===== config.mk =====
export PLATFORM = sky130hd
export DESIGN_NAME = seq_mul_add
export DESIGN_NICKNAME = d
export VERILOG_FILES = /design/src/rtl/seq_mul_add_pkg.sv /design/src/rtl/addsub_2n.sv /design/src/rtl/seq_mul_add.sv
export SDC_FILE = /design/constraint.sdc
export NUM_CORES = 2
export LEC_CHECK = 0
export BUFFER_PORTS_ARGS = -buffer_cell sky130_fd_sc_hd__buf_4
export CAP_MARGIN = 10
export CORE_UTILIZATION = 35
export DETAILED_ROUTE_END_ITERATION = 8
export PLACE_DENSITY_LB_ADDON = 0.12
export SLEW_MARGIN = 5
export SYNTH_ARGS = -nofsm -noshare
export SYNTH_HDL_FRONTEND = slang
export SYNTH_HIERARCHICAL = 1
export SYNTH_SLANG_ARGS = --single-unit

===== constraint.sdc =====
create_clock -name clk -period 6 [get_ports clk]
set_input_delay 1.5 -clock clk [delete_from_list [all_inputs] [get_ports clk]]
set_output_delay 1.5 -clock clk [all_outputs]
set_load 0.02 [all_outputs]

===== src/rtl/seq_mul_add_pkg.sv =====
// Shared types and sizing helpers for the sequential multiply-accumulate unit.
package seq_mul_add_pkg;

  typedef enum logic [1:0] {
    IDLE = 2'd0,
    RUN  = 2'd1,
    DONE = 2'd2
  } state_t;

  function automatic int cnt_width(input int n);
    return $clog2(n);
  endfunction

endpackage


===== src/rtl/addsub_2n.sv =====
// W-bit adder/subtractor: y = a + b, or a - b computed as a + ~b + 1; carry-out dropped.
module addsub_2n #(
  parameter int W = 128
) (
  input  logic [W-1:0] a,
  input  logic [W-1:0] b,
  input  logic         sub,
  output logic [W-1:0] y
);

  logic [W-1:0] b_eff;

  assign b_eff = sub ? ~b : b;
  assign y     = a + b_eff + {{(W-1){1'b0}}, sub};

endmodule


===== src/rtl/seq_mul_add.sv =====
// Shift-and-add multiply-accumulate, z = a*b + addend mod 2^(2N), one multiplier bit per clock.
// IDLE: waiting for a request | RUN: one multiplier bit per cycle | DONE: z valid, awaiting out_ready
module seq_mul_add
  import seq_mul_add_pkg::*;
#(
  parameter int N = 64
) (
  input  logic           clk,
  input  logic           reset,
  input  logic           in_valid,
  output logic           in_ready,
  input  logic [N-1:0]   a,
  input  logic [N-1:0]   b,
  input  logic [2*N-1:0] c,
  input  logic           signed_mode,
  input  logic           acc_sel,
  output logic           out_valid,
  input  logic           out_ready,
  output logic [2*N-1:0] z
);

  localparam int CW = cnt_width(N);
  localparam logic [CW-1:0] LAST = CW'(N - 1);

  state_t         state;
  logic [2*N-1:0] acc;
  logic [2*N-1:0] mcand;
  logic [N-1:0]   mplier;
  logic [CW-1:0]  cnt;
  logic           mode;
  logic [2*N-1:0] last_z;
  logic [2*N-1:0] sum;
  logic           step_sub;

  // In signed mode the multiplier MSB carries weight -2^(N-1), so the last step subtracts.
  assign step_sub = mode && (cnt == LAST);

  addsub_2n #(.W(2 * N)) u_addsub (
    .a   (acc),
    .b   (mcand),
    .sub (step_sub),
    .y   (sum)
  );

  always_ff @(posedge clk) begin
    if (reset) begin
      state  <= IDLE;
      acc    <= '0;
      mcand  <= '0;
      mplier <= '0;
      cnt    <= '0;
      mode   <= 1'b0;
      last_z <= '0;
    end else begin
      case (state)
        IDLE: begin
          if (in_valid) begin
            acc    <= acc_sel ? last_z : c;
            mcand  <= {{N{signed_mode & a[N-1]}}, a};
            mplier <= b;
            cnt    <= '0;
            mode   <= signed_mode;
            state  <= RUN;
          end
        end
        RUN: begin
          if (mplier[0]) acc <= sum;
          mcand  <= mcand << 1;
          mplier <= mplier >> 1;
          cnt    <= cnt + 1'b1;
          if (cnt == LAST) state <= DONE;
        end
        DONE: begin
          if (out_ready) begin
            last_z <= acc;
            state  <= IDLE;
          end
        end
        default: state <= IDLE;
      endcase
    end
  end

  assign in_ready  = (state == IDLE);
  assign out_valid = (state == DONE);
  assign z         = acc;

endmodule


==> impl_metrics.py <==
metrics = {
    "min_path": {
        "hp-class": "reg -> reg",
    },
    "layout": {
        "final_cell_mix": "nand2_1, dfxtp_1, buf_4",
        "fin_cells": 4846,
        "area_growth_pct": 17.5,
        "layout_commonest_cell": "nand2_1",
        "fill_cells": 8474,
        "layout.nets": 4135,
        "drive_gt1_share_pct": 19.7,
        "final_area_sq_um": 34500,
    },
    "die": {
        "initial_core_util_pct": 35.6,
        "coreArea_sq_um": 82500,
        "placementRows": 105,
        "fp.dieArea_sq_um": 85000,
        "die_y_um": 292,
        "die_w_um": 292,
        "io_pins": 392,
    },
    "logic_synthesis": {
        "synth_edf_count": 0,
        "synth_area_leader_cell": "dfxtp_1",
        "ys_warn_count": 6,
        "synth_area_per_cell_sq_um": 8.32,
        "netlist.area_leader.share_pct": 31.2,
        "syn_inst": 3529,
        "synth-seq-area-share_pct": 31.2,
        "async_flop_share_pct": 0,
        "synth_flop_cell": "dfxtp_1",
        "syn_area_sq_um": 29400,
        "syn_nets": 3933,
        "netlist_top_cells_area": "dfxtp_1, nand2_1, ha_1",
        "yosys_register_bits": 457,
        "synth_cell_type_count": 88,
    },
    "clock_network": {
        "clk_pin_slew_ns": 0.06,
        "cts_made_buffers": 56,
        "cts_setup_buffers": 0,
        "clock-sinks": 457,
        "clockRootBuffer": "clkbuf_16",
        "cts_buffer_depth": 3,
        "cts_tree": "done",
        "clk_latency_ns": 0.62,
        "ctsResizeCount": 0,
        "ctsHoldBuffers": 0,
        "htreeDepth": 2,
    },
    "global_routing": {
        "grt_pass1_wl_mm": 155,
        "grt_max_degree": 114,
        "overflow": 0,
        "grt_pass1_vias": 25679,
        "antenna_found_initial": 6,
        "grt_use_total_pct": 22.8,
    },
    "sta": {
        "slew_violations": 0,
        "finalCriticalPeriod_ns": 5.49,
        "relSlewSlack_pct": 36.6,
        "final.period_utilization_pct": 91.4,
        "rsz0062_at_grt": "no",
        "max_freq_mhz": 182,
        "worst_pin_slew_ns": 0.951,
        "fin_tns_setup_ns": 0,
        "hold_viol": 0,
        "finClkSkew_ns": 0.0204,
        "setup_viol": 0,
    },
    "power_and_ir_drop": {
        "power_density_nw_per_um2": 248,
        "p_leak_nw": 14.7,
        "vdd_ir_drop_max_v": 0.000201,
    },
    "routing": {
        "firstDrtPassIters": 5,
        "drtIter0Drc": 1737,
        "dr_total_vias": 26600,
        "wl_per_cell_um": 20.6,
        "routed_wirelength_mm": 100,
        "drtAntennaViolNets": 0,
        "viasPerCell": 5.49,
        "drc": 0,
    },
    "setup_path": {
        "endpoint_kind": "register",
        "start_kind": "register",
        "crit_required_ns": 6.54,
        "critPathKind": "reg -> reg",
        "path_max_fanout": 67,
        "critPathArrivalTime_ns": 6.03,
    },
    "place": {
        "io_buffer_count": 391,
        "place_area_sq_um": 32600,
        "dp_cells": 4743,
        "dpl.hpwl_mm": 73.2,
        "routabilityCongestion": 0.921,
    },
    "job": {
        "cap_violations": 0,
    },
    "status": {
        "status": "complete, no violations",
    },
}
critical path, stage by stage (launching register included):
cell,delay [ns]
dfxtp_1,0.37
ha_1,0.23
nand3_1,0.15
nor3_2,0.35
buf_12,0.43
xor2_1,0.15
ha_1,0.47
nand2_1,0.09
nor2_1,0.28
nand4_1,0.25
a2111oi_2,0.51
o311ai_1,0.17
o21ai_2,0.33
a31oi_1,0.30
and2_1,0.33
o41a_1,0.37
a21oi_1,0.19
xnor2_1,0.14
mux2i_1,0.08
o2bb2ai_1,0.15
state kept, by name (all words and copies together), names as in the netlist:
register  cells
z           128
cnt           6
mplier       64
mcand       128
mode          1
state         2
last_z      128
cells by family after synthesis:
kind of cell	synth area share, %
flip-flops	31.2
buffers and inverters	6.12
multiplexers	9.39
AND/OR/NAND/NOR	15.0
adder cells (fa/ha/maj)	6.08
AO/OA/AOI/OAI	24.7
XOR/XNOR	7.52
Yosys cell counts, drive strengths merged, types with 4 or more instances:
| cell type | count |
|---|---|
| nor2b | 11 |
| or4 | 4 |
| a22oi | 4 |
| and4 | 5 |
| nor2 | 257 |
| clkbuf | 122 |
| o221ai | 128 |
| nor3 | 28 |
| o21ai | 122 |
| a21boi | 6 |
| a21o | 47 |
| a31oi | 144 |
| xor2 | 181 |
| a221oi | 9 |
| and2 | 5 |
| mux2 | 130 |
| or2 | 7 |
| o21a | 22 |
| a211oi | 5 |
| o211a | 4 |
| a21oi | 330 |
| nand2b | 15 |
| nand2 | 479 |
| and3 | 4 |
| nor3b | 5 |
| o211ai | 9 |
| buf | 154 |
| o311ai | 4 |
| o21bai | 33 |
| nor4 | 13 |
| dfxtp | 457 |
| or3 | 9 |
| inv | 107 |
| nand3 | 95 |
| ha | 141 |
| mux2i | 129 |
| o31ai | 8 |
| xnor2 | 71 |
| o2bb2ai | 128 |
| nand4 | 68 |
area by class of cell:
cell class              count  area, sq um  share of cell area, %
multi-input cells        2689        18500                   53.5
flip-flops and latches    457         9150                   26.5
repair buffers            420         3250                   9.41
clock buffers              81         1670                   4.83
well taps                1070         1340                   3.88
inverters                 107          407                   1.18
clock inverters            21          230                  0.667
diodes                      1         2.50                0.00725
metal layers:
metal	track usage, %	share of wire [%]	vias up	routed length [um]
met5	0	0.068	-	68
met3	4.35	6.1	135	6050
li1	-	-	13196	-
met2	34.6	43	675	43300
met1	32.5	48	12584	48200
met4	6.12	2.4	10	2430
where the power goes:
part           internal (mW)  switching, mW
combinational          0.668          0.961
clock                   2.09           1.42
sequential              3.20          0.202
path summary, 6_finish.rpt:
check | end | slack (ns) | depth (start not counted) | startpoint
setup / recovery | z[111]$_SDFFE_PP0P_ | 0.51 | 19 | cnt[0]$_SDFFE_PP0P_
hold / removal | last_z[110]$_SDFFE_PP0P_ | 0.45 | 2 | last_z[110]$_SDFFE_PP0P_
setup reg to reg | z[111]$_SDFFE_PP0P_ | 0.51 | 19 | cnt[0]$_SDFFE_PP0P_
hold reg to reg | last_z[110]$_SDFFE_PP0P_ | 0.45 | 2 | last_z[110]$_SDFFE_PP0P_
through the flow:
stage | hold WS [ns] | util, % | setup slack (ns) | power, mW
4_1_cts | 0.451 | 41.8 | 0.415 | 8.65
5_1_grt | 0.464 | 41.8 | 0.0985 | 8.93
6_report | 0.451 | 41.8 | 0.514 | 8.54
3_5_place_dp | 0.443 | 39.5 | 0.438 | 5.10
2_1_floorplan | 0.433 | - | 1.03 | 4.53
3_3_place_gp | 0.438 | 39.5 | 0.554 | 5.10
(Power assumes the default switching activity.)
